==> config.mk <==
export PLATFORM = sky130hd
export DESIGN_NAME = ldm_stm_sequencer
export DESIGN_NICKNAME = d
export VERILOG_FILES = /design/src/rtl/ldm_stm_sequencer_pkg.sv /design/src/rtl/ldm_stm_sequencer_lowest_set_bit.sv /design/src/rtl/ldm_stm_sequencer.sv
export SDC_FILE = /design/constraint.sdc
export NUM_CORES = 1
export LEC_CHECK = 0
export CAP_MARGIN = 20
export CORE_UTILIZATION = 50
export DETAILED_ROUTE_END_ITERATION = 6
export GPL_TIMING_DRIVEN = 0
export PLACE_DENSITY = 0.89
export SKIP_LAST_GASP = 1
export SYNTH_ARGS = -nofsm -noshare
export SYNTH_HDL_FRONTEND = slang
export SYNTH_SLANG_ARGS = --single-unit
export TNS_END_PERCENT = 5
==> constraint.sdc <==
create_clock -name clk -period 9 [get_ports clk]
set_input_delay 1.8 -clock clk [delete_from_list [all_inputs] [get_ports clk]]
set_output_delay 1.8 -clock clk [all_outputs]
set_load 0.02 [all_outputs]
==> src/rtl/ldm_stm_sequencer_pkg.sv <==
// Shared defines for the LDM/STM sequencer and the register-file side blocks:
// FSM encodings, transfer geometry and the latched command record.
package ldm_stm_sequencer_pkg;

  localparam int unsigned WORD_BYTES = 4;
  localparam int unsigned REG_PC     = 15;

  typedef enum logic [2:0] {
    ST_IDLE  = 3'd0,
    ST_SETUP = 3'd1,
    ST_XFER  = 3'd2,
    ST_WB    = 3'd3,
    ST_DONE  = 3'd4
  } seq_state_e;

  typedef struct packed {
    logic        is_load;
    logic        pre;
    logic        up;
    logic        writeback;
    logic [3:0]  base_reg;
    logic [31:0] base_val;
    logic [15:0] reg_list;
  } seq_cmd_t;

  function automatic logic [4:0] popcount16(input logic [15:0] v);
    logic [4:0] cnt;
    cnt = '0;
    for (int i = 0; i < 16; i++) begin
      cnt = cnt + {4'd0, v[i]};
    end
    return cnt;
  endfunction

endpackage

==> src/rtl/ldm_stm_sequencer_lowest_set_bit.sv <==
// Priority encoder: index of the lowest set bit of the remaining register mask.
module lowest_set_bit (
  input  logic [15:0] mask_i,
  output logic [3:0]  idx_o,
  output logic        valid_o
);

  always_comb begin
    idx_o = 4'd0;
    for (int i = 15; i >= 0; i--) begin
      if (mask_i[i]) idx_o = 4'(i);
    end
  end

  assign valid_o = |mask_i;

endmodule

==> src/rtl/ldm_stm_sequencer.sv <==
// Block-transfer sequencer: walks a 16-bit register list against memory for
// load-multiple / store-multiple, with optional base writeback.
//   state | meaning
//   IDLE  | waiting for start, command latched on start
//   SETUP | popcount and first address computed
//   XFER  | one register per memory handshake, lowest index first
//   WB    | base register update (skipped write if loaded by LDM)
//   DONE  | one-cycle completion pulse
module ldm_stm_sequencer #(
  parameter int unsigned WORD_BYTES = ldm_stm_sequencer_pkg::WORD_BYTES,
  parameter int unsigned REG_PC     = ldm_stm_sequencer_pkg::REG_PC
) (
  input  logic        clk,
  input  logic        rst,
  input  logic        start,
  input  logic        is_load,
  input  logic        pre,
  input  logic        up,
  input  logic        writeback,
  input  logic [3:0]  base_reg,
  input  logic [31:0] base_val,
  input  logic [15:0] reg_list,
  input  logic        mem_ready,
  input  logic [31:0] mem_rdata,
  input  logic [31:0] r_data_c,
  output logic        busy,
  output logic        done,
  output logic        mem_req,
  output logic        mem_we,
  output logic [31:0] mem_addr,
  output logic [31:0] mem_wdata,
  output logic [3:0]  r_addr_c,
  output logic [3:0]  w_addr,
  output logic [31:0] w_data,
  output logic        write_reg,
  output logic        write_pc,
  output logic [31:0] pc_data
);

  import ldm_stm_sequencer_pkg::*;

  localparam logic [31:0] STRIDE = 32'(WORD_BYTES);
  localparam logic [3:0]  PC_IDX = 4'(REG_PC);

  seq_state_e  state_q, state_d;
  seq_cmd_t    cmd_q, cmd_d;
  logic [15:0] remaining_q, remaining_d;
  logic [31:0] addr_q, addr_d;
  logic [31:0] span_q, span_d;

  logic [3:0]  cur_idx;
  logic        cur_valid;
  logic [4:0]  n_setup;
  logic [31:0] span_setup;

  lowest_set_bit u_lsb (
    .mask_i  (remaining_q),
    .idx_o   (cur_idx),
    .valid_o (cur_valid)
  );

  assign n_setup    = popcount16(cmd_q.reg_list);
  assign span_setup = STRIDE * {27'd0, n_setup};

  always_ff @(posedge clk or negedge rst) begin
    if (!rst) begin
      state_q     <= ST_IDLE;
      cmd_q       <= '0;
      remaining_q <= '0;
      addr_q      <= '0;
      span_q      <= '0;
    end else begin
      state_q     <= state_d;
      cmd_q       <= cmd_d;
      remaining_q <= remaining_d;
      addr_q      <= addr_d;
      span_q      <= span_d;
    end
  end

  always_comb begin
    state_d     = state_q;
    cmd_d       = cmd_q;
    remaining_d = remaining_q;
    addr_d      = addr_q;
    span_d      = span_q;

    busy      = 1'b0;
    done      = 1'b0;
    mem_req   = 1'b0;
    mem_we    = 1'b0;
    mem_addr  = '0;
    mem_wdata = '0;
    r_addr_c  = '0;
    w_addr    = '0;
    w_data    = '0;
    write_reg = 1'b0;
    write_pc  = 1'b0;
    pc_data   = '0;

    case (state_q)
      ST_IDLE: begin
        if (start) begin
          cmd_d.is_load   = is_load;
          cmd_d.pre       = pre;
          cmd_d.up        = up;
          cmd_d.writeback = writeback;
          cmd_d.base_reg  = base_reg;
          cmd_d.base_val  = base_val;
          cmd_d.reg_list  = reg_list;
          remaining_d     = reg_list;
          state_d         = ST_SETUP;
        end
      end

      ST_SETUP: begin
        busy   = 1'b1;
        span_d = span_setup;
        // Lowest address of the block; registers always fill upward from it.
        case ({cmd_q.pre, cmd_q.up})
          2'b01:   addr_d = cmd_q.base_val;
          2'b11:   addr_d = cmd_q.base_val + STRIDE;
          2'b00:   addr_d = cmd_q.base_val - span_setup + STRIDE;
          default: addr_d = cmd_q.base_val - span_setup;
        endcase
        state_d = (n_setup == 5'd0) ? ST_DONE : ST_XFER;
      end

      ST_XFER: begin
        busy     = 1'b1;
        mem_req  = cur_valid;
        mem_addr = addr_q;
        mem_we   = ~cmd_q.is_load;
        if (!cmd_q.is_load) begin
          r_addr_c  = cur_idx;
          mem_wdata = r_data_c;
        end
        if (!cur_valid) begin
          state_d = cmd_q.writeback ? ST_WB : ST_DONE;
        end else if (mem_ready) begin
          if (cmd_q.is_load) begin
            if (cur_idx == PC_IDX) begin
              write_pc = 1'b1;
              pc_data  = mem_rdata;
            end else begin
              write_reg = 1'b1;
              w_addr    = cur_idx;
              w_data    = mem_rdata;
            end
          end
          remaining_d = remaining_q & ~(16'd1 << cur_idx);
          addr_d      = addr_q + STRIDE;
          if (remaining_d == 16'd0) begin
            state_d = cmd_q.writeback ? ST_WB : ST_DONE;
          end
        end
      end

      ST_WB: begin
        busy = 1'b1;
        // A base register reloaded by LDM keeps the loaded value.
        if (!(cmd_q.is_load && cmd_q.reg_list[cmd_q.base_reg])) begin
          write_reg = 1'b1;
          w_addr    = cmd_q.base_reg;
          w_data    = cmd_q.up ? (cmd_q.base_val + span_q) : (cmd_q.base_val - span_q);
        end
        state_d = ST_DONE;
      end

      ST_DONE: begin
        busy    = 1'b1;
        done    = 1'b1;
        state_d = ST_IDLE;
      end

      default: state_d = ST_IDLE;
    endcase
  end

endmodule
==> flow_summary_export.csv <==
group,metric,value,unit
run_status,outcome,"finished with violations",
run_status,violations,"design-rule violations",
worst_setup_path,critical_path_arrival,8.01,ns
timing,drv_slew,0,
drt,wire_per_inst,20.1,um
clock_network,post_cts_buffers,0,
worst_setup_path,worstSetupPathType,"register to register",
final_layout,nets,1985,
worst_setup_path,critPathBufInv,3,
global_route,overflow,0,
clock_network,tritoncts,"yes",
global_route,grt_pass1_wl,64200,um
global_route,grt_start_max_net_pins,74,
clock_network,ctsResizeCount,0,
timing,period_share,86.2,%
logic_synthesis,syn_nets,1706,
logic_synthesis,ys_seq_area_share,25.2,%
final_layout,final_util,66.5,%
timing,relSlewSlack,25.1,%
placed_design,dp_hpwl,33300,um
job,maxCapViolations,0,
timing,max_clock_freq,0.129,GHz
worst_hold_path,hp-class,"register to register",
floorplanning,io_pins,266,
worst_setup_path,path_delay_family,"adder cells",
floorplanning,start_util,51.1,%
logic_synthesis,async_flop_share,100,%
floorplanning,fp.coreArea,0.0218,mm^2
logic_synthesis,synth_ff_type,"dfrtp_1",
placed_design,routabilityCongestion,0.980,
logic_synthesis,syn_area,0.0111,mm^2
final_layout,diodes,0,
floorplanning,rows,54,
timing,hold_viol,0,
floorplanning,chipHeight,151,um
logic_synthesis,synthDistinctLibCells,87,
clock_network,cts_hold_buf,0,
worst_setup_path,slowest_stage,"nor4_1",
final_layout,drive_gt1_share,3.21,%
logic_synthesis,synth.avg_cell_area,7.31,um^2
drt,firstDrtPassIters,7,
worst_setup_path,cpMostUsedCell,"fa_1",
final_layout,n_fill_cell,1883,
clock_network,clkTransAtPathRegs,0.10,ns
drt,viasPerCell,6.24,
timing,min_period,7.76,ns
timing,skew,0.0189,ns
logic_synthesis,ys_ff_latch,112,
drt,finalWirelength,42000,um
worst_setup_path,critical-path-max-stage-delay,0.87,ns
timing,rsz0062_at_grt,"no",
worst_setup_path,worst_setup_path_start_kind,"register",
worst_setup_path,crit_fanout,9,
drt,num_vias,13000,
clock_network,insertion_delay,0.38,ns
clock_network,htree_levels,3,
global_route,grt_usage,36.6,%
clock_network,cts_max_path_buffers,2,
clock_network,cts_buffers,9,
floorplanning,die-width,151,um
worst_setup_path,path_cells,"fa_1 -> inv_1 -> fa_1 -> fa_1 -> fa_1 -> inv_1 -> ha_1 -> a21o_1 -> a21oi_1 -> xor2_1 -> ha_1 -> buf_2 -> o21ai_1 -> o211ai_1 -> a2111oi_0 -> o22ai_1 -> nor4_1 -> nand3_1 -> xnor2_1 -> a221oi_1 -> nor2_1",
drt,drcViolationCount,2,
logic_synthesis,synthCells,1524,
timing,setup_tns,0,ns
worst_setup_path,required,9.25,ns
placed_design,portBuffers,265,
floorplanning,die_area,0.0229,mm^2
drt,dr.first_iter.drc_count,1237,
drt,drtAntennaViolNets,0,
clock_network,clock_sinks,112,
timing,worstMarginPinSlew,1.11,ns
clock_network,clockRootBuffer,"clkbuf_16",
global_route,antenna_found_initial,0,
timing,setup_viol,0,
logic_synthesis,yosysWarnings,0,
worst_setup_path,cp-end-kind,"register",
logic_synthesis,synth-edff-count,0,
global_route,grt_pass1_vias,12300,
final_layout,area_delta_synth_final,30.2,%
final cells by class:
type	instances	area, um^2	share of cell area, %
clock buffers	9	225	1.55
well taps	280	350	2.42
flip-flops and latches	112	2800	19.3
multi-input cells	1255	7730	53.3
repair buffers	268	2690	18.6
inverters	63	236	1.63
plain buffers	94	378	2.60
clock inverters	7	93.8	0.647
metal layers:
layer / track usage (%) / vias up / wire [um]
met3: 5.81 / 173 / 3700
met5: 0 / - / 0
li1: - / 5985 / -
met4: 19.9 / 0 / 2270
met2: 60.8 / 801 / 19900
met1: 45.3 / 6071 / 16100
placed cells by master, fill, tap and decap left out, types with 9 or more instances in the layout:
master,n
o21ai_0,128
nand2b_1,16
a21o_1,11
and2_1,72
buf_2,9
nor2_1,108
ha_1,46
a31oi_1,17
a211oi_1,10
nor3_1,41
dfrtp_1,112
inv_1,62
nor2b_1,10
a21oi_1,86
clkbuf_16,9
nand3_1,40
a22o_1,14
xnor2_1,38
clkbuf_1,78
xor2_1,32
nor3b_1,12
nand2_1,295
nor4_1,20
or3_1,17
fa_1,12
clkdlybuf4s50_1,264
o31ai_1,10
a221oi_1,13
mux2i_1,9
o211ai_1,14
and3_1,42
Yosys cell counts (38+ instances only):
library cell,number,area share [%]
nand2_1,295,9.9
nor2_1,108,3.6
nor3_1,41,1.8
clkbuf_1,78,2.6
nand3_1,40,1.8
xnor2_1,38,3.0
o21ai_0,128,5.7
and2_1,72,4.0
inv_1,62,2.1
ha_1,46,5.2
a21oi_1,86,3.9
dfrtp_1,112,25
and3_1,42,2.4
kinds of logic after synthesis:
logic type      after synthesis  share of synthesized area [%]
mux                          17                           2.12
buf+inv                     157                           5.51
compound gates              397                           23.1
flops                       112                           25.2
simple gates                713                           31.3
xor+xnor                     70                           5.50
fa+ha+maj                    58                           7.32
stage by stage:
| step | std cells | area, um^2 | setup slack (ns) | hold WS [ns] |
|---|---|---|---|---|
| 2_1_floorplan | 1524 | 11100 | 2.64 | 0.438 |
| 3_3_place_gp | 2069 | 14100 | 1.70 | 0.462 |
| 3_5_place_dp | 2072 | 14200 | 1.57 | 0.482 |
| 4_1_cts | 2088 | 14500 | 1.51 | 0.502 |
| 5_1_grt | 2088 | 14500 | 0.876 | 0.536 |
| 6_report | 2088 | 14500 | 1.24 | 0.504 |
registers in the layout (all words and copies together), names as in the netlist:
register and cells:
span_q 5, addr_q 32, state_q 3, remaining_q 16
cmd_q 56
final timing paths:
path | to | from | depth (start not counted) | slack [ns]
worst min-delay path | addr_q[1] | addr_q[1] | 2 | 0.50
worst max-delay path | addr_q[19] | cmd_q[11] | 21 | 1.24
min in group asynchronous | remaining_q[5] | rst | 1 | 1.32
worst min register to register | addr_q[1] | addr_q[1] | 2 | 0.50
max in group asynchronous | cmd_q[34] | rst | 2 | 6.95
worst max register to register | addr_q[19] | cmd_q[11] | 21 | 1.24
worst min-delay path, delay by kind of cell, from the launching register on:
family        cells  cell delay (ns)
flops             1             0.36
simple gates      2             0.11
Power is not shown: default switching activity piles up to over one toggle a cycle in this logic, so the estimate is an artifact.
